===== config.mk =====
export PLATFORM = sky130hd
export DESIGN_NAME = spi_ram_burst
export DESIGN_NICKNAME = d
export VERILOG_FILES = /design/src/rtl/spi_ram_pkg.sv /design/src/rtl/spi_ram_mem.sv /design/src/rtl/spi_ram_burst.sv
export SDC_FILE = /design/constraint.sdc
export NUM_CORES = 2
export LEC_CHECK = 0
export CORE_MARGIN = 5
export CORE_UTILIZATION = 50
export CTS_CLUSTER_SIZE = 25
export DETAILED_ROUTE_END_ITERATION = 8
export GPL_TIMING_DRIVEN = 0
export PLACE_DENSITY_LB_ADDON = 0.1
export SYNTH_ARGS = -nofsm -noshare
export SYNTH_HDL_FRONTEND = slang
export SYNTH_HIERARCHICAL = 1
export SYNTH_SLANG_ARGS = --single-unit

===== constraint.sdc =====
create_clock -name clk -period 2.9 [get_ports clk]
set_input_delay 0.435 -clock clk [delete_from_list [all_inputs] [get_ports clk]]
set_output_delay 0.435 -clock clk [all_outputs]
set_load 0.02 [all_outputs]

===== src/rtl/spi_ram_pkg.sv =====
// rtl/spi_ram_pkg.sv - shared command encoding and pointer wrap helper for the SPI burst RAM
package spi_ram_pkg;

    localparam int CMD_W = 2;

    typedef enum logic [CMD_W-1:0] {
        SET_WADDR = 2'b00,
        WRITE     = 2'b01,
        SET_RADDR = 2'b10,
        READ      = 2'b11
    } cmd_t;

    // Wraps DEPTH-1 back to 0 so non-power-of-2 depths never leave the array.
    function automatic int unsigned next_ptr(input int unsigned ptr, input int unsigned depth);
        return (ptr >= depth - 1) ? 0 : ptr + 1;
    endfunction

endpackage


===== src/rtl/spi_ram_mem.sv =====
// rtl/spi_ram_mem.sv - DEPTH x DATA_W single-port array, sync write and registered sync read
module spi_ram_mem #(
    parameter int DATA_W = 8,
    parameter int ADDR_W = 8,
    parameter int DEPTH  = 256
) (
    input  logic              clk,
    input  logic              rst_n,
    input  logic              we,
    input  logic [ADDR_W-1:0] waddr,
    input  logic [DATA_W-1:0] wdata,
    input  logic              re,
    input  logic [ADDR_W-1:0] raddr,
    output logic [DATA_W-1:0] rdata
);

    logic [DATA_W-1:0] mem_q [DEPTH];
    logic [DATA_W-1:0] rdata_d;
    logic [DATA_W-1:0] rdata_q;

    always_ff @(posedge clk) begin
        if (we) begin
            mem_q[waddr] <= wdata;
        end
    end

    // Read register holds its word until the next accepted read; only it is reset.
    always_comb begin
        rdata_d = rdata_q;
        if (re) begin
            rdata_d = mem_q[raddr];
        end
    end

    always_ff @(posedge clk or negedge rst_n) begin
        if (!rst_n) begin
            rdata_q <= '0;
        end else begin
            rdata_q <= rdata_d;
        end
    end

    assign rdata = rdata_q;

endmodule


===== src/rtl/spi_ram_burst.sv =====
// rtl/spi_ram_burst.sv - command decoder, burst pointers, tx handshake and sticky error flags
module spi_ram_burst
    import spi_ram_pkg::*;
#(
    parameter int DATA_W   = 8,
    parameter int ADDR_W   = 8,
    parameter int DEPTH    = 256,
    parameter int AUTO_INC = 1,
    localparam int PAY_W   = (ADDR_W > DATA_W) ? ADDR_W : DATA_W
) (
    input  logic                   clk,
    input  logic                   rst_n,
    input  logic                   rx_valid,
    input  logic [CMD_W+PAY_W-1:0] din,
    input  logic                   tx_ready,
    input  logic                   clr_err,
    output logic                   tx_valid,
    output logic [DATA_W-1:0]      dout,
    output logic                   overrun,
    output logic                   addr_err
);

    cmd_t              cmd;
    logic [PAY_W-1:0]  payload;
    logic [ADDR_W-1:0] pay_addr;
    logic [DATA_W-1:0] pay_data;
    logic              bad_addr;

    logic [ADDR_W-1:0] waddr_d, waddr_q;
    logic [ADDR_W-1:0] raddr_d, raddr_q;
    logic              tx_valid_d, tx_valid_q;
    logic              overrun_d, overrun_q;
    logic              addr_err_d, addr_err_q;
    logic              mem_we, mem_re;

    assign cmd      = cmd_t'(din[CMD_W+PAY_W-1:PAY_W]);
    assign payload  = din[PAY_W-1:0];
    assign pay_addr = payload[ADDR_W-1:0];
    assign pay_data = payload[DATA_W-1:0];
    assign bad_addr = 32'(payload) >= 32'(DEPTH);

    always_comb begin
        waddr_d    = waddr_q;
        raddr_d    = raddr_q;
        tx_valid_d = tx_valid_q;
        // A clear is applied first so an error raised on the same edge still sets the flag.
        overrun_d  = overrun_q & ~clr_err;
        addr_err_d = addr_err_q & ~clr_err;
        mem_we     = 1'b0;
        mem_re     = 1'b0;

        if (tx_valid_q && tx_ready) begin
            tx_valid_d = 1'b0;
        end

        if (rx_valid) begin
            unique case (cmd)
                SET_WADDR: begin
                    if (bad_addr) addr_err_d = 1'b1;
                    else          waddr_d    = pay_addr;
                end
                WRITE: begin
                    mem_we = 1'b1;
                    if (AUTO_INC != 0) waddr_d = ADDR_W'(next_ptr(32'(waddr_q), DEPTH));
                end
                SET_RADDR: begin
                    if (bad_addr) addr_err_d = 1'b1;
                    else          raddr_d    = pay_addr;
                end
                READ: begin
                    // The holding slot is only free if empty or draining on this edge.
                    if (tx_valid_q && !tx_ready) begin
                        overrun_d = 1'b1;
                    end else begin
                        mem_re     = 1'b1;
                        tx_valid_d = 1'b1;
                        if (AUTO_INC != 0) raddr_d = ADDR_W'(next_ptr(32'(raddr_q), DEPTH));
                    end
                end
                default: ;
            endcase
        end
    end

    always_ff @(posedge clk or negedge rst_n) begin
        if (!rst_n) begin
            waddr_q    <= '0;
            raddr_q    <= '0;
            tx_valid_q <= 1'b0;
            overrun_q  <= 1'b0;
            addr_err_q <= 1'b0;
        end else begin
            waddr_q    <= waddr_d;
            raddr_q    <= raddr_d;
            tx_valid_q <= tx_valid_d;
            overrun_q  <= overrun_d;
            addr_err_q <= addr_err_d;
        end
    end

    spi_ram_mem #(
        .DATA_W (DATA_W),
        .ADDR_W (ADDR_W),
        .DEPTH  (DEPTH)
    ) u_mem (
        .clk   (clk),
        .rst_n (rst_n),
        .we    (mem_we),
        .waddr (waddr_q),
        .wdata (pay_data),
        .re    (mem_re),
        .raddr (raddr_q),
        .rdata (dout)
    );

    assign tx_valid = tx_valid_q;
    assign overrun  = overrun_q;
    assign addr_err = addr_err_q;

endmodule

==> results.md <==
| Item | Value | Unit |
| --- | --- | --- |
| Status | finished with violations | - |
| Violated checks | setup timing | - |
| Total die area | 170000 | sq um |
| Tot GR Track Use | 0.380 | - |
| Post-synthesis sequential element count | 2075 | - |
| Ys flop type | sky130_fd_sc_hd__edfxtp_1 | - |
| Worst Setup End Kind | flip-flop | - |
| Share of the yosys chip area belonging to registers | 0.767 | - |
| Clock Path Buffers | 3 | - |
| Area fraction in and, or, nand and nor cells after synthesis | 0.0325 | - |
| Global placement routability congestion | 1.02 | - |
| Aggregate negative setup slack | -8.45 | ns |
| Largest fanout of any net on the critical path | 10 | - |
| Post-DP HPWL | 203000 | microns |
| Final worst-path cycle share | 1.17 | - |
| Initial detailed-routing violation count | 9332 | - |
| Worst-case vdd ir drop | 0.698 | mV |
| Worst path required time | 3.61 | ns |
| Final Hold Vio Count | 0 | - |
| Multi-input gate area | 19900 | sq um |
| NumNets Final | 4406 | - |
| Fraction of final layout cells sized beyond drive strength 1 | 0.350 | - |
| Clock Root Buffer | sky130_fd_sc_hd__clkbuf_16 | - |
| Clock skew after layout | 0.0227 | ns |
| Main combinational cell family by area after synthesis | multiplexers | - |
| RSZ-0062 raised after global routing | yes | - |
| Filler cells | 11300 | - |
| Data arrival, critical path | 4.12 | ns |
| Row count | 147 | - |
| Final cell utilization of the core | 0.608 | - |
| Die width | 413 | microns |
| Sinks on the clock net | 2075 | - |
| Share of flip-flops with an asynchronous set or reset | 0.0130 | - |
| Count leader, synth | sky130_fd_sc_hd__edfxtp_1 | - |
| Count of buffer and inverter cells on the critical path | 5 | - |
| Slowest stage cell on the critical path | sky130_fd_sc_hd__nor4_4 | - |
| Residual DRC count | 0 | - |
| Placement Setup Slack | -2.83 | ns |
| Post-Route WL | 324000 | microns |
| Cell family with the largest share of critical-path delay | buffers and inverters | - |
| Placeable core region | 161000 | sq um |
| Max-slew headroom at the worst pin | 0.116 | - |
| Synthesized net count | 3963 | - |
| Synthesized area per cell | 20.5 | sq um |
| Number of cells on the worst reg-to-reg path | 11 | - |
| Clock tree from TritonCTS | yes | - |
| Area of the mapped netlist | 81100 | sq um |
| Timing endpoint of the critical path | u_mem/rdata[1] | - |
| Global-route wire length before repair | 420000 | microns |
| Post-DR vias/cell | 7.23 | - |
| Clock period minus final worst setup slack | 3.41 | ns |
| Max Clock Freq | 294 | MHz |
| Number of standard cells after synthesis | 3946 | - |
| Path length in cells of the critical path | 11 | - |
| Cells along the critical path | buf_6, inv_6, buf_12, clkbuf_4, buf_8, mux2i_4, o21ai_2, nor4_4, a21oi_2, nand4_1, o311ai_1 | - |
| Origin of the critical flop-to-flop path | raddr_q[4] | - |
| Worst stage delay on the critical path | 0.62 | ns |
| Area growth from synthesis to final layout | 20.8 | % |
| Sequential standard cell area | 62200 | sq um |
| Area share of fa/ha/maj cells after synthesis | 0.000309 | - |
| Vias in the first global route | 44600 | - |
| Overall via count from detail_route | 48800 | - |
| Synth area leaders | sky130_fd_sc_hd__edfxtp_1 76%, sky130_fd_sc_hd__mux4_2 12%, sky130_fd_sc_hd__mux2i_1 2.1%, sky130_fd_sc_hd__nor2_1 1.4%, sky130_fd_sc_hd__dfrtp_1 0.83% | - |
| Worst hold path type | in -> reg | - |
| Starting utilization of the core area | 0.504 | - |
| Most frequent cells after synthesis | 2048 x sky130_fd_sc_hd__edfxtp_1, 443 x sky130_fd_sc_hd__mux4_2, 303 x sky130_fd_sc_hd__nor2_1, 173 x sky130_fd_sc_hd__mux2i_1, 92 x sky130_fd_sc_hd__nand2_1 | - |
| Y dimension of the die | 413 | microns |
| Startpoint types | flip-flop | - |
| Gr ovfl total | 0 | - |
| Final ANT Viol Nets | 0 | - |
| Capture point of the worst reg-to-reg path | u_mem/rdata[1] | - |
| XOR/XNOR Fraction of Synth Area | 0 | - |
| Number of iterations in the first detailed-routing pass | 8 | - |
| Clock transition time at the flip-flop clock pins of the worst setup and hold paths | 0.06 | ns |
| Top Ports | 26 | - |
| Port-buffer cells | 25 | - |
| Worst-case register-to-register setup slack | -0.51 | ns |
| Number of buffers inserted during clock tree synthesis | 207 | - |
| YS warnings | 6 | - |
| Measured slew at the worst slew-check pin | 1.33 | ns |
| Worst-case setup margin in the final layout | -0.505 | ns |
| Power per unit of standard cell area | 769 | nW/um^2 |
| Yosys top cell by area | sky130_fd_sc_hd__edfxtp_1 | - |
| Area fraction in compound gates after synthesis | 0.0337 | - |
| Clock latency reported for the late side of the worst-skew pair | 0.85 | ns |
| Launch point of the critical path | raddr_q[4] | - |
| CP Class | reg -> reg | - |
| Maximum number of pins on one net before global-route repair | 148 | - |
| Proportion of synthesized area in mux cells | 0.147 | - |
| Antenna violations before repair | 19 | - |
| Max H-tree Level | 4 | - |
| Routed len/inst | 48.1 | microns |
| Count of pins over their slew limit | 0 | - |
| Max-capacitance violation count | 0 | - |
| Total of endpoints with negative setup slack in the final report | 178 | - |
| Leakage power of the design | 0.0310 | uW |
| Number of library cell types mapped by synthesis | 71 | - |
| Top-area cell type share of the netlist area | 0.759 | - |
| Number of synthesized flops with an enable pin | 2048 | - |
where the power goes:
group	switching (uW)	leakage, uW	internal [uW]
Sequential	275	0.0187	33100
Clock	11400	0.00323	14900
Combinational	10400	0.00904	5300
Total	22100	0.0310	53200
per-layer routing:
layer  vias up  part of all wire  track usage  wire length [microns]
met2      4407              0.42        0.529                 137000
li1      17500                 -            -                      -
met5         -           0.00050            0                    161
met3       928              0.15        0.153                  50100
met4        10             0.077        0.232                  24900
met1     26000              0.35        0.504                 112000
per-stage QoR:
step / total power [uW] / cells / hold slack [ns] / instance area [sq um]
floorplan: 39200 / 3946 / 0.139 / 81100
global placement: 46200 / 6131 / 0.487 / 84000
detailed placement: 46000 / 6147 / 0.499 / 84500
CTS: 74400 / 6694 / 0.00133 / 96900
global route: 76300 / 6724 / 0.0261 / 97900
finish: 75300 / 6740 / 0.0396 / 97900
final cells by class:
| type | count | area share |
|---|---|---|
| sequential | 2075 | 0.635 |
| multi-input combinational | 1617 | 0.203 |
| clock buffer | 261 | 0.0565 |
| buffer | 235 | 0.0365 |
| timing repair buffer | 240 | 0.0292 |
| tap | 2160 | 0.0276 |
| clock inverter | 121 | 0.0107 |
| inverter | 13 | 0.000575 |
| antenna | 18 | 0.000460 |
layout by cell type (no fill, tap or decap), types with 16 or more instances in the layout:
master / synthesis / final
sky130_fd_sc_hd__dfrtp_1: 27 / 23
sky130_fd_sc_hd__nand2_1: 92 / 81
sky130_fd_sc_hd__clkbuf_4: 2 / 16
sky130_fd_sc_hd__buf_8: 10 / 38
sky130_fd_sc_hd__clkinv_2: 0 / 41
sky130_fd_sc_hd__o22ai_1: 82 / 72
sky130_fd_sc_hd__nand3_2: 0 / 17
sky130_fd_sc_hd__clkbuf_8: 1 / 35
sky130_fd_sc_hd__buf_6: 46 / 35
sky130_fd_sc_hd__clkbuf_1: 91 / 53
sky130_fd_sc_hd__nand4_1: 25 / 25
sky130_fd_sc_hd__clkbuf_2: 0 / 23
sky130_fd_sc_hd__clkbuf_16: 0 / 214
sky130_fd_sc_hd__clkinv_1: 0 / 53
sky130_fd_sc_hd__a22oi_1: 55 / 43
sky130_fd_sc_hd__o21ai_0: 36 / 24
sky130_fd_sc_hd__diode_2: 0 / 18
sky130_fd_sc_hd__nor2_2: 0 / 59
sky130_fd_sc_hd__nor3_1: 42 / 28
sky130_fd_sc_hd__nor2_4: 0 / 189
sky130_fd_sc_hd__a21oi_1: 51 / 47
sky130_fd_sc_hd__nor2_1: 303 / 55
sky130_fd_sc_hd__buf_4: 21 / 146
sky130_fd_sc_hd__bufinv_16: 0 / 16
sky130_fd_sc_hd__edfxtp_1: 2048 / 2048
sky130_fd_sc_hd__mux4_2: 443 / 443
sky130_fd_sc_hd__nand3_1: 59 / 38
sky130_fd_sc_hd__mux2i_1: 173 / 165
sky130_fd_sc_hd__buf_12: 1 / 80
sky130_fd_sc_hd__o221ai_1: 33 / 27
sky130_fd_sc_hd__buf_16: 0 / 65
sky130_fd_sc_hd__clkdlybuf4s50_1: 0 / 16
how the worst min path moves through the flow:
| stage | from | to | slack, ns | cells after the start |
|---|---|---|---|---|
| finish | din[0] | u_mem/mem_q[94][0] | 0.04 | 1 |
| global placement | addr_err | addr_err | 0.49 | 1 |
| detailed placement | addr_err | addr_err | 0.50 | 1 |
| CTS | din[0] | u_mem/mem_q[94][0] | 0.001 | 1 |
| floorplan | rst_n | addr_err | 0.14 | 0 |
| global route | din[0] | u_mem/mem_q[94][0] | 0.03 | 1 |
repair_timing:
| action | 4_1_cts | 5_1_grt |
|---|---|---|
| resized for setup | 1027 | 180 |
| endpoints found under the hold margin | 71 | 0 |
| setup buffers | 169 | 28 |
| setup endpoints to repair | 2056 | 1816 |
| pin swaps | 58 | 36 |
| hold buffers | 2 | 0 |
sequential cells by signal, indices dropped and copies added (netlist names):
name,cells
u_mem/rdata,8
tx_valid,1
waddr_q,8
raddr_q,8
addr_err,1
u_mem/mem_q,2048
overrun,1
kinds of logic (layout without fill, tap and decap cells):
logic type | after synthesis | after routing
AOI/OAI and AO/OA | 390 | 390
muxes | 631 | 631
buffers and inverters | 254 | 870
other | 0 | 18
DFF | 2075 | 2075
adders and majority gates | 2 | 2
and+or+nand+nor | 594 | 594
worst register-to-register path: cells and delay by family (launching register included):
| family | cells | cell delay [ns] |
|---|---|---|
| buffers and inverters | 5 | 1.20 |
| and+or+nand+nor | 2 | 0.81 |
| AOI/OAI and AO/OA | 3 | 0.43 |
| muxes | 1 | 0.38 |
| DFF | 1 | 0.45 |
Note: power is estimated with default switching activity, not from simulation.
